**config.mk**
```make
export PLATFORM = sky130hd
export DESIGN_NAME = eusci_rx_ctrl
export DESIGN_NICKNAME = d
export VERILOG_FILES = /design/src/rtl/eusci_rx_ctrl_pkg.sv /design/src/rtl/eusci_iv_encoder.sv /design/src/rtl/eusci_rx_ctrl.sv
export SDC_FILE = /design/constraint.sdc
export NUM_CORES = 1
export LEC_CHECK = 0
export ABC_AREA = 1
export ABC_CLOCK_PERIOD_IN_PS = 1100
export BUFFER_PORTS_ARGS = -buffer_cell sky130_fd_sc_hd__buf_2
export CELL_PAD_IN_SITES_DETAIL_PLACEMENT = 0
export CELL_PAD_IN_SITES_GLOBAL_PLACEMENT = 1
export CORE_UTILIZATION = 23
export DETAILED_ROUTE_END_ITERATION = 8
export GPL_ROUTABILITY_DRIVEN = 0
export PLACE_DENSITY_LB_ADDON = 0.1
export SETUP_SLACK_MARGIN = 0.2
export SYNTH_ARGS = -nofsm -noshare
export SYNTH_HDL_FRONTEND = slang
export SYNTH_SLANG_ARGS = --single-unit
```
**constraint.sdc**
```tcl
create_clock -name MCLK -period 1.1 [get_ports MCLK]
set_clock_uncertainty 0.1 [all_clocks]
set_input_delay 0.22 -clock MCLK [delete_from_list [all_inputs] [get_ports MCLK]]
set_output_delay 0.22 -clock MCLK [all_outputs]
set_load 0.01 [all_outputs]
```
**src/rtl/eusci_rx_ctrl_pkg.sv**
```systemverilog
// Shared definitions for the eUSCI UART receive controller:
// interrupt vector codes, the IFG bit layout and the receive flag FSM states.
package eusci_rx_ctrl_pkg;

  localparam logic [15:0] IV_RXIFG_C  = 16'h0002;
  localparam logic [15:0] IV_STTIFG_C = 16'h0006;

  // Bit positions inside UCAxIFG writes and the IV encoder source vector.
  localparam int IFG_RX_BIT  = 0;
  localparam int IFG_STT_BIT = 1;
  localparam int IFG_NUM     = 2;

  typedef enum logic {
    RX_EMPTY = 1'b0,
    RX_FULL  = 1'b1
  } rx_state_e;

  // In 7-bit mode the MSB of the received character is forced to zero.
  function automatic logic [7:0] rx_char(input logic [7:0] data, input logic seven_bit);
    return seven_bit ? {1'b0, data[6:0]} : data;
  endfunction

endpackage

```
**src/rtl/eusci_iv_encoder.sv**
```systemverilog
// Combinational interrupt vector priority encoder; source 0 has the highest priority.
// Also reports which source is currently encoded so an IV read can clear exactly that flag.
module eusci_iv_encoder #(
  parameter int          N     = 2,
  parameter logic [N*16-1:0] CODES = '0
) (
  input  logic [N-1:0]  pend_i,
  input  logic [N-1:0]  ie_i,
  output logic [15:0]   iv_o,
  output logic [N-1:0]  sel_o
);

  logic [N-1:0] active;

  generate
    for (genvar gi = 0; gi < N; gi++) begin : g_active
      assign active[gi] = pend_i[gi] & ie_i[gi];
    end
  endgenerate

  // Walk from lowest to highest priority so the highest active source wins last.
  always_comb begin
    iv_o  = '0;
    sel_o = '0;
    for (int i = N - 1; i >= 0; i--) begin
      if (active[i]) begin
        iv_o     = CODES[i*16 +: 16];
        sel_o    = '0;
        sel_o[i] = 1'b1;
      end
    end
  end

endmodule

```
**src/rtl/eusci_rx_ctrl.sv**
```systemverilog
// eUSCI UART receive controller: owns UCAxRXBUF, RX/STT interrupt flags, sticky
// receive error flags and UCAxIV, and holds the receive state machine in reset.
module eusci_rx_ctrl
  import eusci_rx_ctrl_pkg::*;
#(
  parameter logic [15:0] IV_RXIFG  = IV_RXIFG_C,
  parameter logic [15:0] IV_STTIFG = IV_STTIFG_C
) (
  input  logic        MCLK,
  input  logic        reset,
  input  logic        wUCSWRST,
  input  logic        wUC7BIT,
  input  logic        wUCRXIE,
  input  logic        wUCSTTIE,
  input  logic        rSetRxIFG,
  input  logic [7:0]  RxData,
  input  logic        rUCPE,
  input  logic        rUCFE,
  input  logic        rUCOE,
  input  logic        oUCRXERR,
  input  logic        oSetSTTIFG,
  input  logic        RxBusy,
  input  logic        iRxBufRd,
  input  logic        iIVRd,
  input  logic        iIFGWr,
  input  logic [1:0]  iIFGData,
  output logic        oRxSMReset,
  output logic        RxIFG,
  output logic        STTIFG,
  output logic [7:0]  UCAxRXBUF,
  output logic        UCPE,
  output logic        UCFE,
  output logic        UCOE,
  output logic        UCRXERR,
  output logic        UCBUSY,
  output logic [15:0] UCAxIV,
  output logic        IRQ
);

  rx_state_e state_q, state_d;
  logic [7:0] rxbuf_q, rxbuf_d;
  logic       stt_q, stt_d;
  logic       pe_q, pe_d;
  logic       fe_q, fe_d;
  logic       oe_q, oe_d;
  logic       rxerr_q, rxerr_d;

  logic [IFG_NUM-1:0] iv_pend;
  logic [IFG_NUM-1:0] iv_ie;
  logic [IFG_NUM-1:0] iv_sel;
  logic [15:0]        iv_code;

  logic rx_wr_set;
  logic rx_clr;
  logic stt_clr;
  logic err_clr;

  assign iv_pend[IFG_RX_BIT]  = (state_q == RX_FULL);
  assign iv_pend[IFG_STT_BIT] = stt_q;
  assign iv_ie[IFG_RX_BIT]    = wUCRXIE;
  assign iv_ie[IFG_STT_BIT]   = wUCSTTIE;

  eusci_iv_encoder #(
    .N     (IFG_NUM),
    .CODES ({IV_STTIFG, IV_RXIFG})
  ) u_iv_encoder (
    .pend_i (iv_pend),
    .ie_i   (iv_ie),
    .iv_o   (iv_code),
    .sel_o  (iv_sel)
  );

  // Bus-side clear/write events; a hardware set in the same cycle always wins.
  assign rx_wr_set = iIFGWr & iIFGData[IFG_RX_BIT];
  assign rx_clr    = iRxBufRd | (iIVRd & iv_sel[IFG_RX_BIT]) | (iIFGWr & ~iIFGData[IFG_RX_BIT]);
  assign stt_clr   = (iIVRd & iv_sel[IFG_STT_BIT]) | (iIFGWr & ~iIFGData[IFG_STT_BIT]);
  assign err_clr   = iRxBufRd;

  always_comb begin
    state_d = state_q;
    unique case (state_q)
      RX_EMPTY: if (rSetRxIFG || rx_wr_set) state_d = RX_FULL;
      RX_FULL:  if (!rSetRxIFG && !rx_wr_set && rx_clr) state_d = RX_EMPTY;
    endcase
    if (wUCSWRST) state_d = RX_EMPTY;
  end

  always_comb begin
    rxbuf_d = rxbuf_q;
    stt_d   = stt_q;
    pe_d    = pe_q;
    fe_d    = fe_q;
    oe_d    = oe_q;
    rxerr_d = rxerr_q;
    if (wUCSWRST) begin
      stt_d   = 1'b0;
      pe_d    = 1'b0;
      fe_d    = 1'b0;
      oe_d    = 1'b0;
      rxerr_d = 1'b0;
    end else begin
      if (rSetRxIFG) rxbuf_d = rx_char(RxData, wUC7BIT);
      // A buffer read wipes the old frame's errors before the new pulses latch.
      pe_d    = (pe_q    & ~err_clr) | rUCPE;
      fe_d    = (fe_q    & ~err_clr) | rUCFE;
      oe_d    = (oe_q    & ~err_clr) | rUCOE;
      rxerr_d = (rxerr_q & ~err_clr) | oUCRXERR;
      if (oSetSTTIFG) begin
        stt_d = 1'b1;
      end else if (iIFGWr) begin
        stt_d = iIFGData[IFG_STT_BIT];
      end else if (stt_clr) begin
        stt_d = 1'b0;
      end
    end
  end

  always_ff @(posedge MCLK) begin
    if (!reset) begin
      state_q <= RX_EMPTY;
      rxbuf_q <= '0;
      stt_q   <= 1'b0;
      pe_q    <= 1'b0;
      fe_q    <= 1'b0;
      oe_q    <= 1'b0;
      rxerr_q <= 1'b0;
    end else begin
      state_q <= state_d;
      rxbuf_q <= rxbuf_d;
      stt_q   <= stt_d;
      pe_q    <= pe_d;
      fe_q    <= fe_d;
      oe_q    <= oe_d;
      rxerr_q <= rxerr_d;
    end
  end

  assign oRxSMReset = ~reset | wUCSWRST;
  assign RxIFG      = (state_q == RX_FULL);
  assign STTIFG     = stt_q;
  assign UCAxRXBUF  = rxbuf_q;
  assign UCPE       = pe_q;
  assign UCFE       = fe_q;
  assign UCOE       = oe_q;
  assign UCRXERR    = rxerr_q;
  assign UCBUSY     = RxBusy & reset & ~wUCSWRST;
  assign UCAxIV     = iv_code;
  assign IRQ        = (iv_code != 16'h0000);

endmodule
```
* Word level (Yosys, flattened, before mapping)
Index checks and enable logic that the tools add are counted.
W data, S select, Z words.
** Storage, ports and cells
- Register bits after elaboration :: 14
- Input port bits :: 26
- Output and inout port bits :: 33
- Word-level logic and storage cells :: 54
** Operators by class
- Multiplexer cells :: 11
- Bitwise logic cells :: 27
- Reductions and logical operators :: 9
** Operator list (number)
- $reduce_bool A16 Y1 :: 1
- $and A1 B1 Y1 :: 13
- $mux W8 :: 1
- $or A1 B1 Y1 :: 8
- $mux W3 :: 2
- $not A1 Y1 :: 6
- $mux W1 :: 5
- $mux W2 :: 2
- $reduce_bool A3 Y1 :: 1
- $logic_and A1 B1 Y1 :: 2
- $logic_not A1 Y1 :: 2
- $pmux W1 S2 :: 1
- $reduce_and A2 Y1 :: 1
- $reduce_or A2 Y1 :: 1
- $logic_or A1 B1 Y1 :: 1

* Depth between registers and ports, before layout
Gate-level depths: netlist of the first run.
- Depth in word-level cells :: 9
- Mapped depth :: 5
- Depth with buffers taken out :: 5

* Modules after synthesis
Synthesis of the first run repeated with hierarchy kept, for this count alone.
** Unflattened totals
- Cell total of the unflattened synthesis :: 102
- Area, all modules :: 714.4 µm²
** By module, submodules not included
- eusci_rx_ctrl :: times used 1, cells an instance 81, area each 574.3 µm², sequential area each 280.3 µm²
- eusci_iv_encoder :: times used 1, cells an instance 21, area each 140.1 µm², sequential area each 0.0 µm²

* Worst setup path before layout of the first run
Ideal clock, no wire load.
- Kind :: reg-to-output
- From :: register state_q (netlist: RxIFG)
- To :: output UCAxIV[1]
- Data arrival time :: 0.729 ns
- Data required time :: 0.780 ns
- Setup slack :: 0.051 ns
- Cell stages (with the launch flop) :: 4
- Buffers on the path :: 1
- Cells stage by stage :: dfxtp_1 nand2_1 nand2_1 buf_4
** On the way
- Cells in the longest elaborated chain, start to end :: 2
** RTL lines
- from (decl) :: RTL line eusci_rx_ctrl.sv:40 : rx_state_e state_q, state_d;
- from (signal assigned) :: RTL line eusci_rx_ctrl.sv:128 : state_q <= state_d;
- $and A1 B1 Y1 :: RTL line eusci_iv_encoder.sv:17 : assign active[gi] = pend_i[gi] & ie_i[gi];
- $mux W3 :: RTL line eusci_iv_encoder.sv:26 : if (active[i]) begin
- to (decl) :: RTL line eusci_rx_ctrl.sv:36 : output logic [15:0] UCAxIV,
No other way between the ends.

* Final worst setup path of the first run
- From :: register stt_q (netlist: STTIFG)
- To :: output UCAxIV[2]
** On the way
- Cells in the longest elaborated chain, start to end :: 3
** RTL lines
- from (decl) :: RTL line eusci_rx_ctrl.sv:42 : logic stt_q, stt_d;
- from (signal assigned) :: RTL line eusci_rx_ctrl.sv:130 : stt_q <= stt_d;
- $and A1 B1 Y1 :: RTL line eusci_iv_encoder.sv:17
- $mux W3 (2 in series) :: RTL line eusci_iv_encoder.sv:26
No other way between the ends.

==> impl_metrics.csv, run 1 <==
group,metric,value,unit
sta,max_freq,808,MHz
clock_network,cts-root-buf,"clkbuf_4",
clock_network,cts_tree,"yes",
min_path,hp-start,"rUCOE",
worst_setup_path,worst_path_max_delay_cell,"dfxtp_2",
power_and_ir_drop,p_leak,0.582,nW
clock_network,clockBufferDepth,2,
sta,slew_viol_final,0,
cells_and_area,syn2layout_area_growth,66.4,%
floorplan,die-height,56.0,µm
global_routing,grt_pass1_wl,2590,µm
min_path,min_path_type,"in2reg",
clock_network,clk_pin_slew,0.08,ns
logic_synthesis,ys_types,16,
worst_setup_path,crit_arrival,0.92,ns
global_routing,grt_overflow,0,
power_and_ir_drop,ir_drop,0.682,mV
sta,setup_viol_count_final,5,
floorplan,dieWidth,56.0,µm
logic_synthesis,avgSynthCellArea,7.78,µm²
worst_setup_path,reg2regPathDepth,6,
power_and_ir_drop,power.density,1030,nW/µm²
global_routing,grt_start_max_net_pins,10,
drt,vias,677,
placement,portBuffers,44,
cells_and_area,drive_above_1_share,59.4,%
logic_synthesis,synth-compound-area-share,13.6,%
logic_synthesis,synthMuxAreaShare,0,%
worst_setup_path,critPathMaxFanout,3,
worst_setup_path,critPathRequiredTime,0.78,ns
logic_synthesis,seq_area_frac_synth,41.9,%
clock_network,cts_sinks,14,
run_status,status,"finished with violations",
clock_network,htree_levels,1,
sta,worst_slack,-0.138,ns
drt,initialDrtViolationCount,42,
global_routing,antenna_found_initial,0,
placement,dpl_cell_area,893,µm²
drt,route.detailed.drc,0,
global_routing,grt_pass1_vias,629,
min_path,min_path_cells,3,
clock_network,numCtsBuffers,3,
worst_setup_path,r2r_start,"STTIFG",
sta,rsz0062_at_grt,"true",
drt,avgViaCountPerCell,4.01,
logic_synthesis,synthXorXnorAreaFrac,0,%
sta,hold_viol,0,
sta,min_period,1.24,ns
sta,hold_ws,0.0496,ns
logic_synthesis,synth_area,669,µm²
drt,first_pass_iters,4,
placement,dp.final_hpwl,1180,µm
logic_synthesis,synth_simple_gate_area_share,22.8,%
logic_synthesis,synthAdderAreaFrac,0,%
cells_and_area,final_common_cell,"buf_2",
cells_and_area,stdcell_area,1110,µm²
drt,wl_per_cell,9.31,µm
floorplan,fp.coreArea,2760,µm²
drt,wl,1570,µm
worst_setup_path,crit_path_start,"STTIFG",
logic_synthesis,ys_top_cells_by_area,"dfxtp_1, buf_4, nor2_1",
logic_synthesis,synth-seq-cells,14,
sta,period_share,113,%
floorplan,io_pins,59,
floorplan,rows,19,
run_status,failed_checks,"negative setup slack",
worst_setup_path,cp_cell_sequence,"nand2_4 -> a21oi_2 -> buf_2",
drt,drtAntennaViolNets,0,
logic_synthesis,synth_top_area_share,41.9,%
clock_network,clock_latency,0.27,ns
logic_synthesis,synth_top_family_by_area,"simple AND/OR/NAND/NOR gates",
clock_network,cts_hold_buf,0,
run,max_cap_violations,0,
cells_and_area,most-common-layout-cells,"buf_2, nor2_1, buf_6, conb_1, dfxtp_2",
logic_synthesis,yosys_warnings,0,
cells_and_area,final_nets,165,
worst_setup_path,slowest_delay,0.36,ns
floorplan,die_area,3130,µm²
worst_setup_path,critPathKind,"reg2out",
global_routing,grt_usage,10.6,%
logic_synthesis,yosysTopAreaCell,"dfxtp_1",
floorplan,initial_utilization,24.3,%
worst_setup_path,start_kind,"flop",
worst_setup_path,endpoint_kind,"output port",
cells_and_area,n_antenna_cell,0,
logic_synthesis,syn_inst,86,
[report_power, final]
part	switching, W	internal [W]
clock	0.000162	0.000141
combinational	0.000131	0.000146
sequential	0.0000224	0.000539
total	0.000315	0.000826
[what timing repair did]
| item | in CTS | in global routing |
|---|---|---|
| resized for setup | 31 | 7 |
| cloned | 0 | 0 |
| buffers inserted | 3 | 2 |
| setup endpoints to repair | 19 | 20 |
| pin swaps | 5 | 3 |
[per-stage QoR]
stage          setup slack [ns]  power (W)  setup TNS, ns  utilization (%)  std cells
2_1_floorplan             0.148   0.000715              0                -         99
3_3_place_gp              0.142   0.000779              0             32.4        160
3_5_place_dp              0.139   0.000777              0             32.4        160
4_1_cts                  -0.158    0.00115         -0.505             38.8        167
5_1_grt                  -0.196    0.00122         -0.835             40.4        169
6_report                 -0.138    0.00114         -0.540             40.4        169
[cell usage after synthesis]
| cell | count |
|---|---|
| a21boi_2 | 1 |
| a21oi_1 | 9 |
| buf_2 | 1 |
| buf_4 | 15 |
| conb_1 | 1 |
| dfxtp_1 | 14 |
| inv_1 | 3 |
| inv_2 | 1 |
| inv_6 | 1 |
| nand2_1 | 7 |
| nand2_2 | 1 |
| nand2_4 | 1 |
| nand3_1 | 2 |
| nand3b_4 | 1 |
| nor2_1 | 21 |
| o21ai_0 | 7 |
[flip-flops by register name, indices dropped and copies added, names as in the netlist]
name and cells:
UCOE 1, STTIFG 1, UCPE 1, UCRXERR 1, UCAxRXBUF 8, UCFE 1
RxIFG 1
[worst paths after layout]
| check | endpoint | slack, ns |
|---|---|---|
| max | UCAxIV[2] | -0.14 |
| min | UCOE | 0.05 |
| max reg2reg | STTIFG | 0.14 |
| min reg2reg | UCPE | 0.39 |
[per-layer routing]
metal	GRT usage [%]	up-vias	share of wire (%)
met1	11.9	285	41
met5	0	-	0
met2	18.4	41	49
met3	4.88	0	11
li1	-	351	-
met4	2.09	0	0
[worst max-delay path, delay by kind of cell (launching register included)]
family / cells / cell delay, ns
AND/OR/NAND/NOR: 1 / 0.06
AO/OA/AOI/OAI: 1 / 0.09
flip-flops: 1 / 0.36
buffers and inverters: 1 / 0.13
[logic make-up (layout without fill, tap and decap cells)]
family	Yosys count	count (layout)
DFF	14	14
AOI/OAI and AO/OA	17	17
other	1	14
and+or+nand+nor	33	33
buffers and inverters	21	60
[final cells by class]
type	instances	area, µm²
Timing Repair Buffer	51	392
Tap cell	31	38.8
Clock buffer	4	26.3
Multi-Input combinational cell	64	333
Inverter	5	23.8
Sequential cell	14	300
Fill cell	287	1640
Power figures use the tool's default switching activity.
==> inputs of run 2 (changes only) <==
--- a/config.mk
+++ b/config.mk
@@ -6,7 +6,7 @@
 export NUM_CORES = 1
 export LEC_CHECK = 0
 export ABC_AREA = 1
-export ABC_CLOCK_PERIOD_IN_PS = 1100
+export ABC_CLOCK_PERIOD_IN_PS = 1400
 export BUFFER_PORTS_ARGS = -buffer_cell sky130_fd_sc_hd__buf_2
 export CELL_PAD_IN_SITES_DETAIL_PLACEMENT = 0
 export CELL_PAD_IN_SITES_GLOBAL_PLACEMENT = 1
==> constraint.sdc (replaced) <==
create_clock -name MCLK -period 1.4 [get_ports MCLK]
set_clock_uncertainty 0.1 [all_clocks]
set_input_delay 0.28 -clock MCLK [delete_from_list [all_inputs] [get_ports MCLK]]
set_output_delay 0.28 -clock MCLK [all_outputs]
set_load 0.01 [all_outputs]
==> run 2 against run 1 <==
The run now ends clean; routed wire length decreased by 3.9%; global-route usage fell by 0.54 points; worst hold slack improved by 0.056 ns; register-to-register slack improved by 0.30 ns; critical endpoint unchanged; cell count shrank 3.6%.
==> impl_metrics.csv, run 2 (same netlist as run 1, synthesis figures left out) <==
group,metric,value,unit
drt,route.detailed.drc,0,
clock_network,cts-root-buf,"clkbuf_4",
cells_and_area,nFillCells,311,
clock_network,cts_sinks,14,
clock_network,clockBufferDepth,2,
power_and_ir_drop,ir_drop,0.474,mV
drt,avgViaCountPerCell,4.03,
power_and_ir_drop,seqPwrFrac,48.5,%
cells_and_area,drive_above_1_share,46.2,%
worst_setup_path,crit_arrival,0.92,ns
placement,dpl_cell_area,860,µm²
sta,period_share,92.9,%
power_and_ir_drop,pwr-share-comb,19.2,%
clock_network,htree_levels,1,
floorplan,initial_utilization,24.3,%
floorplan,dieWidth,56.0,µm
placement,dp.final_hpwl,1220,µm
global_routing,grt_start_max_net_pins,11,
floorplan,fp.coreArea,2760,µm²
drt,vias,657,
clock_network,numCtsBuffers,3,
sta,hold_viol,0,
global_routing,grt_usage,10.0,%
clock_network,clk_pin_slew,0.09,ns
cells_and_area,most-common-layout-cells,"buf_2, nor2_1, conb_1, dfxtp_1, a21oi_1",
power_and_ir_drop,p_leak,0.531,nW
cells_and_area,syn2layout_area_growth,41.1,%
cells_and_area,stdcell_area,945,µm²
drt,drtAntennaViolNets,0,
clock_network,cts_tree,"yes",
floorplan,die-height,56.0,µm
power_and_ir_drop,power.density,942,nW/µm²
clock_network,cts_hold_buf,0,
cells_and_area,regArea,288,µm²
min_path,min_path_type,"in2reg",
cells_and_area,largest_reg_flops,8,
placement,portBuffers,44,
drt,first_pass_iters,4,
worst_setup_path,critPathMaxFanout,3,
cells_and_area,final_common_cell,"buf_2",
sta,setup_tns,0,ns
cells_and_area,final_nets,159,
cells_and_area,n_antenna_cell,0,
run,max_cap_violations,0,
floorplan,rows,19,
sta,min_period,1.30,ns
worst_setup_path,critPathRequiredTime,1.02,ns
power_and_ir_drop,swShare,26.9,%
floorplan,io_pins,59,
drt,wl_per_cell,9.28,µm
worst_setup_path,start_kind,"flop",
sta,max_freq,769,MHz
global_routing,grt_pass1_vias,570,
worst_setup_path,critPathKind,"reg2out",
power_and_ir_drop,netSwitchingPower,0.000239,W
worst_setup_path,endpoint_kind,"output port",
floorplan,die_area,3130,µm²
global_routing,grt_overflow,0,
cells_and_area,multi_input_area,318,µm²
power_and_ir_drop,p_int,0.000651,W
global_routing,antenna_found_initial,0,
clock_network,clock_latency,0.27,ns
global_routing,grt_pass1_wl,2430,µm
drt,initialDrtViolationCount,9,
drt,wl,1510,µm
run_status,status,"finished, final reports clean",
worst_setup_path,reg2reg_slack,0.44,ns
sta,setup_viol_count_final,0,
sta,rsz0062_at_grt,"true",
sta,slew_viol_final,0,
power_and_ir_drop,power_frac_clock,32.3,%
-- run 2: changes by cell type in the layout (fill, tap and decap cells not counted), sizes merged --
cell  before  now
buf       51   45
-- run 2: area by class of cell --
type / count / share of cell area (%)
Tap cell: 31 / 4.11
Timing Repair Buffer: 45 / 25.4
Inverter: 5 / 2.52
Multi-Input combinational cell: 64 / 33.6
Sequential cell: 14 / 30.5
Clock buffer: 4 / 3.84
-- run 2: power by group through the flow --
stage / Combinational, W / Sequential (W) / Clock (W)
2_1_floorplan: 0.000106 / 0.000452 / 0
3_5_place_dp: 0.000162 / 0.000441 / 0
4_1_cts: 0.000165 / 0.000433 / 0.000305
5_1_grt: 0.000191 / 0.000435 / 0.000329
6_report: 0.000171 / 0.000432 / 0.000288
3_3_place_gp: 0.000162 / 0.000441 / 0
-- run 2: through the flow --
stage / total power (W) / std cells / hold WS [ns] / worst slack [ns] / util (%)
after CTS: 0.000903 / 163 / 0.0963 / 0.0804 / 33.3
after global routing: 0.000955 / 163 / 0.105 / 0.0316 / 34.3
final: 0.000890 / 163 / 0.106 / 0.0990 / 34.3
after global placement: 0.000604 / 158 / 0.364 / 0.256 / 31.2
after floorplan: 0.000558 / 99 / 0.297 / 0.291 / -
after detailed placement: 0.000603 / 158 / 0.368 / 0.254 / 31.2
-- run 2: worst max-delay path, cell delays in order (launching register included) --
cell and delay [ns]:
dfxtp_4 0.37, nand2_4 0.05, a21oi_2 0.09, buf_2 0.13
-- run 2: timing repair --
| action | 4_1_cts | 5_1_grt |
|---|---|---|
| pin swaps | 2 | 0 |
| gates resized for setup | 6 | 6 |
| buffers inserted | 1 | 0 |
| setup endpoints to repair | 4 | 3 |
-- run 2: metal layers --
layer | wire (µm) | vias to the layer above | GRT usage (%)
li1 | - | 335 | -
met1 | 689 | 280 | 12.9
met2 | 597 | 39 | 14.1
met3 | 196 | 3 | 3.72
met4 | 28 | 0 | 6.27
met5 | 0 | - | 0
-- run 2: path summary, 6_finish.rpt --
check	cells after the start	endpoint	start
hold / removal	3	UCRXERR	oUCRXERR
setup / recovery	3	UCAxIV[2]	STTIFG
hold reg to reg	2	UCAxRXBUF[7]	UCAxRXBUF[7]
setup reg to reg	6	STTIFG	STTIFG
==> inputs of run 3 (changes only) <==
--- a/config.mk
+++ b/config.mk
@@ -8,12 +8,11 @@
 export ABC_AREA = 1
 export ABC_CLOCK_PERIOD_IN_PS = 1400
 export BUFFER_PORTS_ARGS = -buffer_cell sky130_fd_sc_hd__buf_2
-export CELL_PAD_IN_SITES_DETAIL_PLACEMENT = 0
-export CELL_PAD_IN_SITES_GLOBAL_PLACEMENT = 1
-export CORE_UTILIZATION = 23
+export CAP_MARGIN = 10
+export CORE_UTILIZATION = 36
 export DETAILED_ROUTE_END_ITERATION = 8
 export GPL_ROUTABILITY_DRIVEN = 0
-export PLACE_DENSITY_LB_ADDON = 0.1
+export PLACE_DENSITY = 0.77
 export SETUP_SLACK_MARGIN = 0.2
 export SYNTH_ARGS = -nofsm -noshare
 export SYNTH_HDL_FRONTEND = slang
==> run 3 against run 2 <==
Via count grew 1.7%; worst hold slack better by 0.014 ns; first-iteration DRC count shrank 56%; sequential power hardly changed; worst setup slack better by 0.0034 ns; sequential cell count stayed put; critical path depth is the same; global-route usage up 4.1 points; largest cell class unchanged; largest power group unchanged; highest routed layer is now met3.
==> impl_metrics.csv, run 3 (same netlist as run 1, synthesis figures left out) <==
group,metric,value,unit
global_routing,antenna_found_initial,0,
floorplan,initial_utilization,38.8,%
floorplan,dieWidth,45.1,µm
global_routing,grt_pass1_vias,567,
drt,wl_per_cell,9.62,µm
drt,route.detailed.drc,0,
sta,hold_viol,0,
worst_setup_path,cp_cell_sequence,"nand2_4 -> a21oi_2 -> buf_2",
worst_setup_path,endpoint_kind,"output port",
clock_network,cts-root-buf,"clkbuf_4",
global_routing,grt_start_max_net_pins,11,
worst_setup_path,start_kind,"flop",
clock_network,numCtsBuffers,3,
placement,dp.final_hpwl,1150,µm
sta,max_freq,771,MHz
cells_and_area,most-common-layout-cells,"buf_2, nor2_1, conb_1, dfxtp_1, a21oi_1",
cells_and_area,syn2layout_area_growth,41.7,%
worst_setup_path,critPathKind,"reg2out",
drt,first_pass_iters,4,
clock_network,clockBufferDepth,2,
worst_setup_path,cp_num_buf_inv,1,
floorplan,rows,15,
drt,vias,668,
global_routing,grt_pass1_wl,2150,µm
worst_setup_path,reg2reg_slack,0.49,ns
floorplan,die-height,45.1,µm
worst_setup_path,slowest_delay,0.36,ns
cells_and_area,final_core_util,54.9,%
sta,period_share,92.7,%
run,max_cap_violations,0,
drt,wl,1520,µm
drt,avgViaCountPerCell,4.23,
clock_network,clk_pin_slew,0.08,ns
run_status,status,"finished, final reports clean",
sta,setup_viol_count_final,0,
clock_network,cts_tree,"yes",
cells_and_area,final_common_cell,"buf_2",
sta,rsz0062_at_grt,"true",
sta,setup_tns,0,ns
worst_setup_path,critPathRequiredTime,1.02,ns
floorplan,io_pins,59,
floorplan,fp.coreArea,1730,µm²
worst_setup_path,cp_top_family,"flip-flops",
worst_setup_path,worst_path_max_delay_cell,"dfxtp_2",
power_and_ir_drop,power.total,0.000887,W
clock_network,htree_levels,1,
cells_and_area,drive_above_1_share,46.6,%
clock_network,clock_latency,0.26,ns
power_and_ir_drop,ir_drop,0.487,mV
clock_network,cts_sinks,14,
sta,slew_viol_final,0,
placement,portBuffers,44,
power_and_ir_drop,p_leak,0.538,nW
min_path,min_path_type,"in2reg",
power_and_ir_drop,power.density,935,nW/µm²
floorplan,die_area,2040,µm²
cells_and_area,n_antenna_cell,0,
global_routing,grt_usage,14.1,%
cells_and_area,final_nets,160,
worst_setup_path,critPathMaxFanout,3,
placement,placedCellCount,152,
cells_and_area,final_cells,158,
drt,drtAntennaViolNets,0,
global_routing,grt_overflow,0,
worst_setup_path,crit_arrival,0.92,ns
drt,initialDrtViolationCount,4,
cells_and_area,largest_reg_flops,8,
sta,min_period,1.30,ns
-- run 3: area by class of cell --
type	instances	area (µm²)
Multi-Input combinational cell	64	318
Timing Repair Buffer	46	254
Clock buffer	4	36.3
Tap cell	25	31.3
Inverter	5	23.8
Fill cell	175	778
Sequential cell	14	285
-- run 3: timing repair --
action                     4_1_cts  5_1_grt
gates resized for setup          5        7
setup buffers                    2        0
hold buffers                     0        0
setup endpoints to repair        3        5
pin swaps                        1        0
-- run 3: worst paths after layout --
check,start,end,cells after the start
setup / recovery,STTIFG,UCAxIV[2],3
setup reg to reg,STTIFG,STTIFG,5
hold / removal,rUCFE,UCFE,3
hold reg to reg,UCAxRXBUF[7],UCAxRXBUF[7],2
-- run 3: worst min-delay path, cell delays in order --
cell and delay (ns):
buf_2 0.08, a21oi_1 0.03, nor2_1 0.06
-- run 3: layer usage --
metal / track usage (%) / up-vias / part of all wire [%]
met5: 0 / - / 0
met4: 1.82 / 0 / 0
met3: 4.00 / 0 / 11
met2: 27.0 / 46 / 53
met1: 15.6 / 284 / 36
li1: - / 338 / -
-- run 3: power by group --
part	switching (W)	internal, W	leakage (nW)
sequential	0.0000126	0.000420	0.116
combinational	0.0000997	0.0000780	0.400
clock	0.000119	0.000158	0.0210
total	0.000231	0.000655	0.538
-- run 3: stage by stage --
step | hold slack [ns] | setup slack [ns] | cell area, µm²
after floorplan | 0.297 | 0.291 | 718
after global placement | 0.362 | 0.296 | 852
after detailed placement | 0.373 | 0.274 | 852
after CTS | 0.115 | 0.113 | 915
after global routing | 0.111 | 0.0524 | 948
final | 0.120 | 0.102 | 948
